File: src/rtl/combo_lock_fsm_param.sv
// Parametrised combination-lock controller with failed-attempt lockout and code re-programming.
// Latency: outputs are a decode of registered state/counters, valid right after the deciding edge.
// Backpressure: none; digit_valid is a one-cycle strobe and digits outside ENTRY/PROG are dropped.
//
// Ports:
//   i_clk, i_reset       rising-edge clock, asynchronous active-high reset
//   i_digit_in           entered digit, sampled when i_digit_valid=1
//   i_digit_valid        one-cycle strobe per entered digit
//   i_clear              back to ENTRY from CLOSED/ERROR/OPEN (restarts ENTRY); aborts PROG to OPEN
//   i_prog_en            level; in OPEN moves to PROG on the next edge
//   o_open/o_closed/o_error/o_locked_out/o_prog_active   one-hot state flags
//   o_digit_count        digits accepted in the current ENTRY/PROG sequence
//   o_fail_count         consecutive failed attempts
module combo_lock_fsm_param #(
  parameter int DIGIT_W     = 4,
  parameter int CODE_LEN    = 6,
  parameter int MAX_DIGIT   = 9,
  parameter logic [CODE_LEN*DIGIT_W-1:0] DEFAULT_CODE = 24'h483815,
  parameter int MAX_TRIES   = 3,
  parameter int LOCKOUT_CYC = 16,
  localparam int CNT_W      = $clog2(CODE_LEN+1),
  localparam int FAIL_W     = $clog2(MAX_TRIES+1)
) (
  input  logic               i_clk,
  input  logic               i_reset,
  input  logic [DIGIT_W-1:0] i_digit_in,
  input  logic               i_digit_valid,
  input  logic               i_clear,
  input  logic               i_prog_en,
  output logic               o_open,
  output logic               o_closed,
  output logic               o_error,
  output logic               o_locked_out,
  output logic               o_prog_active,
  output logic [CNT_W-1:0]   o_digit_count,
  output logic [FAIL_W-1:0]  o_fail_count
);

  localparam int CODE_W = CODE_LEN * DIGIT_W;
  localparam int TMR_W  = $clog2(LOCKOUT_CYC+1);

  localparam logic [DIGIT_W-1:0] MAX_D     = DIGIT_W'(MAX_DIGIT);
  localparam logic [CNT_W-1:0]   LAST_IDX  = CNT_W'(CODE_LEN-1);
  localparam logic [FAIL_W-1:0]  TRIES_LIM = FAIL_W'(MAX_TRIES);
  localparam logic [TMR_W-1:0]   TMR_INIT  = TMR_W'(LOCKOUT_CYC);

  typedef enum logic [2:0] {
    S_ENTRY,
    S_OPEN,
    S_CLOSED,
    S_ERROR,
    S_LOCKOUT,
    S_PROG
  } state_t;

  state_t              r_state;
  logic [CODE_W-1:0]   r_code;
  logic [CODE_W-1:0]   r_shadow;
  logic [CNT_W-1:0]    r_count;
  logic [FAIL_W-1:0]   r_fail;
  logic [TMR_W-1:0]    r_timer;
  logic                r_mismatch;

  logic                w_legal;
  logic                w_last;
  logic                w_mis_next;
  logic [DIGIT_W-1:0]  w_exp;
  logic [FAIL_W-1:0]   w_fail_inc;
  logic [CODE_W-1:0]   w_shadow_nxt;

  assign w_legal      = (i_digit_in <= MAX_D);
  assign w_last       = (r_count == LAST_IDX);
  assign w_fail_inc   = r_fail + FAIL_W'(1);
  // Mismatch is accumulated so a wrong early digit is only reported after the full code.
  assign w_mis_next   = r_mismatch | (i_digit_in != w_exp);
  // New digits enter at the LS end so the first digit ends up in the MS position.
  assign w_shadow_nxt = (r_shadow << DIGIT_W) | CODE_W'(i_digit_in);

  // Stored digit at the current entry position; first digit lives in the MS slot.
  always_comb begin
    w_exp = '0;
    for (int i = 0; i < CODE_LEN; i++) begin
      if (r_count == CNT_W'(i)) begin
        w_exp = r_code[CODE_W-1-i*DIGIT_W -: DIGIT_W];
      end
    end
  end

  always_ff @(posedge i_clk or posedge i_reset) begin
    if (i_reset) begin
      r_state    <= S_ENTRY;
      r_code     <= DEFAULT_CODE;
      r_shadow   <= '0;
      r_count    <= '0;
      r_fail     <= '0;
      r_timer    <= '0;
      r_mismatch <= 1'b0;
    end else begin
      case (r_state)
        S_ENTRY: begin
          // Clear restarts the sequence and discards a same-edge digit.
          if (i_clear) begin
            r_count    <= '0;
            r_mismatch <= 1'b0;
          end else if (i_digit_valid) begin
            if (!w_legal) begin
              r_state <= S_ERROR;
            end else begin
              r_count    <= r_count + CNT_W'(1);
              r_mismatch <= w_mis_next;
              if (w_last) begin
                if (!w_mis_next) begin
                  r_state <= S_OPEN;
                  r_fail  <= '0;
                end else if (w_fail_inc == TRIES_LIM) begin
                  r_state <= S_LOCKOUT;
                  r_fail  <= w_fail_inc;
                  r_timer <= TMR_INIT;
                end else begin
                  r_state <= S_CLOSED;
                  r_fail  <= w_fail_inc;
                end
              end
            end
          end
        end

        S_CLOSED, S_ERROR: begin
          if (i_clear) begin
            r_state    <= S_ENTRY;
            r_count    <= '0;
            r_mismatch <= 1'b0;
          end
        end

        // Inputs are ignored; timer loaded with LOCKOUT_CYC leaves after exactly that many cycles.
        S_LOCKOUT: begin
          if (r_timer == TMR_W'(1)) begin
            r_state    <= S_ENTRY;
            r_fail     <= '0;
            r_count    <= '0;
            r_mismatch <= 1'b0;
          end else begin
            r_timer <= r_timer - TMR_W'(1);
          end
        end

        S_OPEN: begin
          if (i_clear) begin
            r_state    <= S_ENTRY;
            r_count    <= '0;
            r_mismatch <= 1'b0;
          end else if (i_prog_en) begin
            r_state <= S_PROG;
            r_count <= '0;
          end
        end

        // The live code only changes on the final legal digit, so an abort leaves it intact.
        S_PROG: begin
          if (i_clear) begin
            r_state <= S_OPEN;
            r_count <= '0;
          end else if (i_digit_valid) begin
            if (!w_legal) begin
              r_state <= S_OPEN;
              r_count <= '0;
            end else begin
              r_shadow <= w_shadow_nxt;
              if (w_last) begin
                r_code  <= w_shadow_nxt;
                r_state <= S_OPEN;
                r_count <= '0;
              end else begin
                r_count <= r_count + CNT_W'(1);
              end
            end
          end
        end

        default: r_state <= S_ENTRY;
      endcase
    end
  end

  assign o_open        = (r_state == S_OPEN);
  assign o_closed      = (r_state == S_CLOSED);
  assign o_error       = (r_state == S_ERROR);
  assign o_locked_out  = (r_state == S_LOCKOUT);
  assign o_prog_active = (r_state == S_PROG);
  assign o_digit_count = r_count;
  assign o_fail_count  = r_fail;

endmodule
File: config.mk
export PLATFORM = sky130hd
export DESIGN_NAME = combo_lock_fsm_param
export DESIGN_NICKNAME = d
export VERILOG_FILES = /design/src/rtl/combo_lock_fsm_param.sv
export SDC_FILE = /design/constraint.sdc
export NUM_CORES = 1
export LEC_CHECK = 0
export CORE_ASPECT_RATIO = 0.9
export CORE_UTILIZATION = 50
export CTS_BUF_LIST = sky130_fd_sc_hd__clkbuf_4
export CTS_CLUSTER_DIAMETER = 100
export CTS_CLUSTER_SIZE = 16
export DETAILED_ROUTE_END_ITERATION = 8
export PLACE_DENSITY = 0.78
export SYNTH_ARGS = -nofsm -noshare
export SYNTH_HDL_FRONTEND = slang
export SYNTH_SLANG_ARGS = --single-unit
File: constraint.sdc
create_clock -name i_clk -period 5 [get_ports i_clk]
set_clock_uncertainty 0.05 [all_clocks]
set_input_delay 0.5 -clock i_clk [delete_from_list [all_inputs] [get_ports i_clk]]
set_output_delay 0.5 -clock i_clk [all_outputs]
set_load 0.05 [all_outputs]
Word-level counts from Yosys, hierarchy flattened. Index checks and enable logic that the tools add are counted.

Flip-flop bits (word level): 58. Input port bits: 9. Output and inout port bits: 10. Logic and storage cells: 109.

Add/sub/neg operators: 3. Magnitude comparators: 1. Equality and inequality tests: 29. Multiplexer cells: 52. Bitwise operators: 3. Reduce and logical (&&, ||, !) cells: 14.

Operators by type and width (number): $mux W3 (23); $mux W5 (7); $pmux W3 S5 (2); $mux W4 (6); $or A24 B4 Y24 (1); $ne A2 B2 Y1 const B (8); $reduce_and A8 Y1 (2); $ne A3 B3 Y1 const B (5); $eq A3 B2 Y1 const B (4); $eq A3 B3 Y1 const B (4); $mux W2 (6); $pmux W5 S2 (1); $reduce_and A5 Y1 (2); $reduce_and A7 Y1 (1); $eq A3 B1 Y1 const B (2); $logic_not A3 Y1 (2); $reduce_and A6 Y1 (1); $eq A5 B1 Y1 const B (1); $mux W1 (5); $reduce_bool A5 Y1 (1); $sub A5 B1 Y5 const B (1); $le A4 B4 Y1 const B (1); $ne A2 B1 Y1 const B (2); $ne A4 B3 Y1 const B (1); other kinds (13) (13).

Logic depth before layout (Yosys ltp).
Word-level depth: 15. Depth in mapped cells: 10. Gate-level depth less buffers: 8.

Worst setup path after synthesis. OpenSTA, ideal clock, no wires.

Kind: flip-flop to flip-flop. Start: register r_count[0], in the netlist o_digit_count[0]. End: register r_timer[4]. Library setup time: 0.126 ns. Arrival time: 2.760 ns. Data required time: 4.824 ns. Setup slack: 2.064 ns. Cell stages (with the launch flop): 10. Path buffers: 1. Period minus slack after synthesis: 2.936 ns. Cell sequence: dfrtp_1 -> inv_1 -> ha_1 -> buf_6 -> or3b_1 -> a222oi_1 -> or3b_1 -> o211ai_1 -> a41oi_2 -> o32a_1.

Word-level cells in the longest chain between the ends: 11. Elaborated cells between the ends (all ways): 17. Classes of those cells: eq/ne (8); mux (6); bitwise (1); reduce/logical (2).

RTL lines: start: declaration (line 59) `logic [CNT_W-1:0] r_count;`; start signal: assignment (line 109) `r_count <= r_count + CNT_W'(1);`; start signal: assignment (line 175) `r_count <= r_count + CNT_W'(1);`; $logic_not A3 Y1 (line 83) `if (r_count == CNT_W'(i)) begin`; $mux W4 (6 in series) (line 83); $ne A4 B4 Y1 (line 75) `assign w_mis_next = r_mismatch | (i_digit_in != w_exp);`; $or A1 B1 Y1 (line 75); $ne A2 B2 Y1 (no line); $reduce_and A8 Y1 (no line) (*); end signal: assignment (line 144) `r_timer <= r_timer - TMR_W'(1);`; end: declaration (line 61) `logic [TMR_W-1:0] r_timer;`.

Every way passes the cells marked *; elsewhere a longest branch is shown, timed or not. A chain may end at the register's enable or synchronous reset.

Worst setup path in the final report.
Start: register r_state[1]. End: output o_locked_out.

Word-level cells in the longest chain between the ends: 1.

RTL lines: start: declaration (line 56) `state_t r_state;`; start signal: assignment (line 91) `r_state <= S_ENTRY;`; start signal: assignment (line 107) `r_state <= S_ERROR;`; start signal: assignment (line 113) `r_state <= S_OPEN;`; $eq A3 B3 Y1 (line 189) `assign o_locked_out = (r_state == S_LOCKOUT);`; end: declaration (line 33) `output logic o_locked_out,`.

No other way between the ends.

==> results.py <==
metrics = {
    "pwr": {
        "peakVddDrop_v": 0.000167,
        "fin_total_pwr_mw": 1.45,
        "p_per_area_mw_per_mm2": 429,
        "leakage_nw": 1.54,
    },
    "detailed_routing": {
        "vias": 2148,
        "wl_per_cell_um": 15.7,
        "routed_wl_um": 5690,
        "ant_nets": 0,
        "dr.pass1.iters": 6,
        "via_per_inst": 5.93,
        "drc_errors": 4,
        "drtIter0Drc": 151,
    },
    "setup_path": {
        "required_ps": 4450,
        "worstPathMaxFanout": 14,
        "arrival_ps": 2440,
        "max_stage_delay_ps": 820,
        "crit_type": "reg2out",
        "crit_family": "buffers and inverters",
        "slowest_stage": "clkdlybuf4s50_1",
        "end_kind": "primary output",
        "path_cells": "nor2_1, nand2_1, inv_1, clkdlybuf4s50_1",
        "critPathLaunchType": "register",
        "cp_num_buf_inv": 2,
    },
    "floorplan": {
        "core-area_sq_mm": 0.00576,
        "start_util": 0.527,
        "die_h_um": 75.9,
        "num_io_pins": 19,
        "num_rows": 26,
        "die_w_um": 84.1,
        "die-area_sq_mm": 0.00638,
    },
    "clocking": {
        "clkTransAtPathRegs_ps": 100,
        "h-tree-depth": 3,
        "cts_hold_buf": 0,
        "cts.sinks": 58,
        "clk_latency_ps": 420,
        "cts_resized": 0,
        "root_buffer": "clkbuf_4",
        "clk_path_buf_depth": 2,
        "cts_tree": "yes",
        "post_cts_buffers": 0,
        "numCtsBuffers": 9,
    },
    "sta": {
        "hold_viol_final": 0,
        "fin_crit_ps": 2990,
        "worst_slack_ps": 2010,
        "fin_setup_tns_ps": 0,
        "hold_ws_ps": 454,
        "drv_slew": 0,
        "slew-limit-headroom": 0.397,
        "tightest_slew_ps": 902,
        "setup_viol": 0,
        "rsz0062_at_grt": "no",
        "period_share": 0.598,
        "fmax_ghz": 0.335,
    },
    "hold_path": {
        "min_path_type": "reg2reg",
    },
    "logic_synthesis": {
        "syn_inst": 269,
        "yosysSeqAreaShare": 0.482,
        "synthFlopType": "dfrtp_1",
        "synth-async-reset-ratio": 1.00,
        "ys_ff_latch": 58,
        "ys_warn_count": 0,
        "synth_edf_count": 0,
        "syn-cell-area_sq_mm": 0.00303,
        "avgSynthCellArea_sq_um": 11.3,
        "synth_fp_nets": 286,
        "synth.distinct_cells": 56,
    },
    "final_layout": {
        "drive_gt1_frac": 0.274,
        "antenna_cells": 0,
        "fin_nets": 305,
        "final_area_sq_mm": 0.00338,
        "area_delta_synth_final_pct": 11.3,
        "fill_cells": 483,
    },
    "place": {
        "gp_congestion": 0.796,
        "place_area_sq_mm": 0.00325,
        "place_hpwl_um": 3830,
        "preCtsSetupSlack_ps": 1890,
        "portBuffers": 18,
    },
    "grt": {
        "grt_antenna_before_repair": 0,
        "grt_first_pass_wirelength_um": 9470,
        "grt_max_degree": 59,
        "grt_pass1_vias": 1944,
        "globalRouteOverflowTotal": 0,
        "grt_usage": 0.199,
    },
    "flow_run": {
        "drv_cap": 0,
    },
    "run_status": {
        "status": "finished with violations",
        "violations": "design-rule violations",
    },
}
## cell usage in the layout, fill, tap and decap left out, types with 3 or more instances in the layout
cell	synthesis	final
nand4_1	3	3
nand2_1	19	19
o31ai_1	3	3
nand2b_1	3	3
nand3_1	3	3
o211ai_1	3	3
a31o_2	3	3
clkbuf_4	0	11
dfrtp_1	50	50
a221o_1	3	3
inv_1	18	17
mux2_2	45	45
a21oi_1	10	10
clkdlybuf4s50_1	0	18
nand3b_1	6	6
dfstp_2	8	8
xnor2_1	3	3
a31oi_1	5	5
ha_1	8	8
o21ai_0	9	9
nor2_1	17	17
## worst register-to-register path, stage by stage (launching register included)
cell and delay (ps):
dfrtp_1 570, inv_1 120, ha_1 320, or3b_1 380, a222oi_1 290, or3b_1 390, o211ai_1 190, a41oi_1 220
a311o_1 350
## registers in the layout (all words and copies together) (netlist names)
register,flops
r_shadow,20
r_code,24
o_fail_count,2
o_digit_count,3
r_mismatch,1
r_timer,5
r_state,3
## worst paths after layout
check,startpoint,end,slack (ps),cells after the start
max,r_state[1]$_DFFE_PP0P_,o_locked_out,2010,4
min,r_shadow[18]$_DFFE_PP0P_,r_shadow[18]$_DFFE_PP0P_,450,1
max reg2reg,o_digit_count[2]$_DFFE_PP0P_,r_state[2]$_DFFE_PP0P_,2010,8
min reg2reg,r_shadow[18]$_DFFE_PP0P_,r_shadow[18]$_DFFE_PP0P_,450,1
max in group asynchronous,i_reset,r_code[14]$_DFFE_PP0P_,3870,3
min in group asynchronous,i_reset,r_timer[0]$_DFFE_PP0P_,540,3
## metal layers
metal  share of wire  vias to the layer above  track usage
met2            0.46                       51        0.303
met4           0.011                        0       0.0632
li1                -                     1022            -
met3           0.053                        7       0.0802
met1            0.48                     1068        0.263
met5               0                        -            0
## logic make-up after synthesis
| logic type | share of synthesized area |
|---|---|
| compound gates | 0.131 |
| fa+ha+maj | 0.0330 |
| mux | 0.170 |
| buf+inv | 0.0437 |
| simple gates | 0.128 |
| flops | 0.482 |
| xor+xnor | 0.0116 |
## final cells by class
type	instances	area [sq um]	share of cell area
timing repair buffer	20	195	0.0578
inverter	18	67.6	0.0200
tap	70	87.6	0.0259
sequential	58	1460	0.433
clock inverter	4	43.8	0.0130
multi-input combinational	181	1440	0.426
clock buffer	11	82.6	0.0245
## metrics by stage
step,utilization,instances
floorplan,-,269
global placement,0.565,347
detailed placement,0.565,347
CTS,0.586,362
global route,0.586,362
finish,0.586,362
## where the power goes
group          leakage [nW]  total (mW)  internal (mW)  switching [mW]
combinational         0.702       0.558          0.219           0.339
clock                0.0741       0.327          0.158           0.169
sequential            0.768       0.563          0.504          0.0596
total                  1.54        1.45          0.880           0.568
## Yosys cell counts (2+ instances only)
cell      number  share of area
nand4_1        3         0.0062
ha_1           8          0.033
a31oi_1        5          0.010
nor3_1         2         0.0033
a41oi_1        2         0.0058
nand2b_1       3         0.0062
buf_2          2         0.0033
a221o_1        3         0.0099
xnor2_1        3         0.0087
a31o_2         3         0.0087
o31ai_1        3         0.0074
nand3b_1       6          0.015
mux2_2        45           0.17
dfrtp_1       50           0.41
buf_1          2         0.0025
nand3_1        3         0.0049
nor4b_1        2         0.0058
or3b_1         2         0.0058
a21oi_1       10          0.017
clkbuf_1       6         0.0074
dfstp_2        8          0.069
and3b_1        2         0.0058
inv_1         18          0.022
and2_1         2         0.0041
o21ai_0        9          0.015
nor2_1        17          0.021
nand2_1       19          0.024
o211ai_1       3         0.0074
Power figures use the tool's default switching activity.
